==> src/rtl/div_iter.sv <==
// div_iter: iterative 32-bit radix-2 restoring divider for DIV/DIVU feeding HI/LO.
//
// Ports:
//   clk         in   1   pipeline clock, rising edge
//   rst         in   1   asynchronous active-high reset
//   start       in   1   request a division (sampled in IDLE only)
//   signed_div  in   1   1 = DIV (two's complement), 0 = DIVU
//   cancel      in   1   flush; aborts any operation, wins over start
//   a           in   32  dividend
//   b           in   32  divisor
//   busy        out  1   high while iterating
//   ready       out  1   one-cycle pulse when result is valid (HI/LO write enable)
//   result      out  64  {remainder, quotient}, held until the next completion
module div_iter (
    input  logic        clk,
    input  logic        rst,
    input  logic        start,
    input  logic        signed_div,
    input  logic        cancel,
    input  logic [31:0] a,
    input  logic [31:0] b,
    output logic        busy,
    output logic        ready,
    output logic [63:0] result
);
    typedef enum logic [1:0] {S_IDLE, S_BUSY, S_DONE} state_t;

    state_t      r_state;
    logic [4:0]  r_cnt;
    logic [31:0] r_rem;
    logic [31:0] r_dvd;
    logic [31:0] r_div;
    logic        r_neg_q;
    logic        r_neg_r;

    logic [31:0] w_a_mag;
    logic [31:0] w_b_mag;
    logic [32:0] w_upper;
    logic        w_ge;
    logic [31:0] w_sub;
    logic [31:0] w_rem_nxt;
    logic [31:0] w_quo_nxt;
    logic [31:0] w_rem_fix;
    logic [31:0] w_quo_fix;

    // 0x8000_0000 negates to itself, which is exactly its unsigned magnitude.
    assign w_a_mag   = (signed_div && a[31]) ? -a : a;
    assign w_b_mag   = (signed_div && b[31]) ? -b : b;
    // The dividend register doubles as the quotient: quotient bits shift in at the bottom.
    assign w_upper   = {r_rem, r_dvd[31]};
    assign w_ge      = w_upper >= {1'b0, r_div};
    // When the trial subtract succeeds the difference fits in 32 bits.
    assign w_sub     = w_upper[31:0] - r_div;
    assign w_rem_nxt = w_ge ? w_sub : w_upper[31:0];
    assign w_quo_nxt = {r_dvd[30:0], w_ge};
    assign w_quo_fix = r_neg_q ? -w_quo_nxt : w_quo_nxt;
    assign w_rem_fix = r_neg_r ? -w_rem_nxt : w_rem_nxt;

    assign busy  = r_state == S_BUSY;
    assign ready = r_state == S_DONE;

    always_ff @(posedge clk or posedge rst) begin
        if (rst) begin
            r_state <= S_IDLE;
            r_cnt   <= 5'd0;
            r_rem   <= 32'd0;
            r_dvd   <= 32'd0;
            r_div   <= 32'd0;
            r_neg_q <= 1'b0;
            r_neg_r <= 1'b0;
            result  <= 64'd0;
        end else if (cancel) begin
            r_state <= S_IDLE;
        end else begin
            case (r_state)
                S_IDLE: begin
                    if (start && b == 32'd0) begin
                        result  <= {a, 32'hFFFF_FFFF};
                        r_state <= S_DONE;
                    end else if (start) begin
                        r_dvd   <= w_a_mag;
                        r_div   <= w_b_mag;
                        r_rem   <= 32'd0;
                        r_cnt   <= 5'd0;
                        r_neg_q <= signed_div && (a[31] ^ b[31]);
                        r_neg_r <= signed_div && a[31];
                        r_state <= S_BUSY;
                    end
                end
                S_BUSY: begin
                    r_rem <= w_rem_nxt;
                    r_dvd <= w_quo_nxt;
                    r_cnt <= r_cnt + 5'd1;
                    if (r_cnt == 5'd31) begin
                        result  <= {w_rem_fix, w_quo_fix};
                        r_state <= S_DONE;
                    end
                end
                default: r_state <= S_IDLE;
            endcase
        end
    end
endmodule

==> config.mk <==
export PLATFORM = sky130hd
export DESIGN_NAME = div_iter
export DESIGN_NICKNAME = d
export VERILOG_FILES = /design/src/rtl/div_iter.sv
export SDC_FILE = /design/constraint.sdc
export NUM_CORES = 1
export LEC_CHECK = 0
export ABC_AREA = 1
export BUFFER_PORTS_ARGS = -buffer_cell sky130_fd_sc_hd__buf_2
export CORE_MARGIN = 2
export CORE_UTILIZATION = 57
export DETAILED_ROUTE_END_ITERATION = 10
export HOLD_SLACK_MARGIN = 0.05
export MAX_ROUTING_LAYER = met4
export PLACE_DENSITY = 0.77
export SLEW_MARGIN = 40
export SYNTH_ARGS = -nofsm -noshare
export SYNTH_HDL_FRONTEND = slang
export SYNTH_SLANG_ARGS = --single-unit
==> constraint.sdc <==
create_clock -name clk -period 7.3 [get_ports clk]
set_input_delay 0.73 -clock clk [delete_from_list [all_inputs] [get_ports clk]]
set_output_delay 0.73 -clock clk [all_outputs]
set_load 0.05 [all_outputs]
==> results.txt <==
Outcome = finished, final reports clean
Path type of the worst min-delay path = input pin to async pin
DRC = 0
Register area share after synthesis = 0.319
Unrepaired setup endpoints after global routing = no
Layout area overhead = 10.5%
Fin cells = 2,403
Count of cell types in the netlist = 57
Via count = 14,000
EDFF count, synth = 0
Root buf cell = clkbuf_16
CP max stage delay = 410 ps
Post-Syn Nets = 2,124
Max-Cap Viols = 0
Setup Viol. Count Final = 0
Clk pin slew, worst setup/hold paths = 80 ps
Clk sinks = 169
Synth Flop Type = dfrtp_1
Core Box Area = 0.0227 mm2
DIE AREA = 0.0245 mm2
Critical path arrival = 5110 ps
Worst path most repeated cell = nand2_1
Slew HR = 0.509
Fin Clk Skew = 18.2 ps
Effective utilization at floorplan = 0.583
Worst-skew pair later-pin latency = 450 ps
Iter 0 DRT Violations = 1,501
Antenna violations before repair = 0
Setup CP Type = flop to flop
Max Slew Vio Count = 0
IO Pins = 135
Pre-Repair DR Iteration Count = 6
Clock buffer depth = 2
CTS tree = built
Crit path max-delay cell type = dfrtp_1
ANT nets after route = 0
Gpl congestion = 1.01
Most frequent cells in the layout = nand2_1, inv_1, nor2_1, dfrtp_1, nand3_1
Resized cells post-CTS = 0
HPWL Detailed = 34.8 mm
First-pass GRT wire length = 72.3 mm
Async set-reset flop share out of synthesis = 1.00
Htree depth = 4
# port buffers = 134
Placed Instances = 2,371
Post-CTS Setup Inserts = 0
Mapped Cells = 2,016
Routed vias/inst = 5.84
Commonest non-fill, non-tap cell in the layout = nand2_1
Final hold violations = 0
Slew @ Worst Pin = 728 ps
Grt ovf = 0
DRT Wirelength = 46.1 mm
Vias in the first global route = 12,900
Share of cells above drive strength 1 = 0.130
Flops & latches, synth = 169
FMAX = 0.208 GHz
CTS hold repair buffers = 0
Crit-path max FO = 44
Total GRT Usage = 0.397
WL/cell = 19.2 um
Worst Path Required = 7600 ps
Crit-path cells = ha_1 -> nand2_1 -> nor2_2 -> nand2_1 -> nor3_2 -> nand2_1 -> nand2_2 -> nor2_8 -> nand2_8 -> inv_2 -> ha_1 -> inv_1 -> nor3_2 -> nand2_1 -> nor2_1 -> nand3_1 -> nor2_1 -> nand4_1 -> nor2_1 -> nand3_1 -> o31ai_1 -> o21ai_0 -> a21oi_1 -> a21oi_1
Chip Width = 156 um
Crit path time final = 4810 ps
Placement Rows = 55
Final period util = 0.659
Synth warn = 0
CTS Buf Count = 17
Crit start category = flop
Post-Syn Area = 0.0132 mm2
Setup TNS = 0 ps
CP endpoint kind = flop
Largest net degree at the start of global routing = 108
Syn avg cell area = 6.57 um2
N_diodes = 0
Net count, final = 2,213
Die Y = 156 um
[worst max-delay path: cells and delay by family, from the launching register on]
family                   cells  cell delay [ps]
AND/OR/NAND/NOR             16             2690
AO/OA/AOI/OAI                4              610
adder cells (fa/ha/maj)      2              610
flip-flops                   1              410
buffers and inverters        2              340
[registers in the layout, indices dropped and copies added (netlist names)]
name and flops:
result 64, r_div 32, r_dvd 32, r_rem 32, r_cnt 5, r_state 2
r_neg_q 1, r_neg_r 1
[final timing paths]
kind                             from    endpoint  slack, ps  cells past startpoint
setup / recovery            r_rem[14]  result[30]       2490                     24
hold / removal                    rst  result[56]        350                      2
setup reg to reg            r_rem[14]  result[30]       2490                     24
hold reg to reg            result[62]  result[62]        480                      2
max in group asynchronous         rst     r_neg_q       5850                      3
min in group clk           result[62]  result[62]        480                      2
[stage by stage]
step / utilization / setup slack, ps / area [um2] / hold WS, ps
6_report: 0.644 / 2490 / 14600 / 350
5_1_grt: 0.644 / 2150 / 14600 / 400
4_1_cts: 0.644 / 2620 / 14600 / 472
3_5_place_dp: 0.618 / 2650 / 14000 / 460
3_3_place_gp: 0.617 / 2800 / 14000 / 460
2_1_floorplan: - / 1990 / 13200 / 453
[synth_stat cells, drive strengths merged (2+ instances only)]
cell type | number | area share
nand2 | 638 | 0.19
inv | 301 | 0.085
nor2 | 189 | 0.059
dfrtp | 169 | 0.32
nand3 | 146 | 0.059
o21ai | 131 | 0.051
a21oi | 69 | 0.027
xor2 | 55 | 0.036
clkbuf | 46 | 0.013
ha | 38 | 0.036
nand4 | 31 | 0.015
nor3 | 31 | 0.014
buf | 25 | 0.012
o211ai | 22 | 0.012
a31oi | 14 | 0.0066
nor4 | 13 | 0.0061
a32o | 12 | 0.0091
o221ai | 10 | 0.0066
o22ai | 10 | 0.0047
or2 | 9 | 0.0043
a2bb2oi | 7 | 0.0046
a41oi | 7 | 0.0046
nand3b | 7 | 0.0040
xnor2 | 7 | 0.0046
and2 | 5 | 0.0024
o31ai | 5 | 0.0028
o22a | 4 | 0.0026
o32a | 3 | 0.0023
a32oi | 2 | 0.0013
clkinv | 2 | 0.00057
[routing by layer]
| metal | share of wire | vias to the layer above | wire length [um] | global-route usage |
|---|---|---|---|---|
| li1 | - | 6682 | - | - |
| met1 | 0.46 | 6547 | 21000 | 0.572 |
| met2 | 0.42 | 716 | 19200 | 0.564 |
| met3 | 0.10 | 88 | 4760 | 0.0892 |
| met4 | 0.024 | 0 | 1120 | 0.102 |
| met5 | 0 | - | 0 | - |
[cells by family after synthesis]
| group | after synthesis | share of synthesized area |
|---|---|---|
| compound gates | 302 | 0.139 |
| xor+xnor | 62 | 0.0410 |
| fa+ha+maj | 39 | 0.0374 |
| buf+inv | 374 | 0.111 |
| flops | 169 | 0.319 |
| simple gates | 1070 | 0.353 |
[layout make-up]
class / count / area, um2
repair buffers: 141 / 731
clock buffers: 18 / 439
flip-flops and latches: 169 / 4230
inverters: 303 / 1150
clock inverters: 14 / 149
fillers: 2157 / 8070
well taps: 285 / 357
multi-input cells: 1473 / 7570
Power is not shown: default switching activity piles up to over one toggle a cycle in this logic, so the estimate is an artifact.
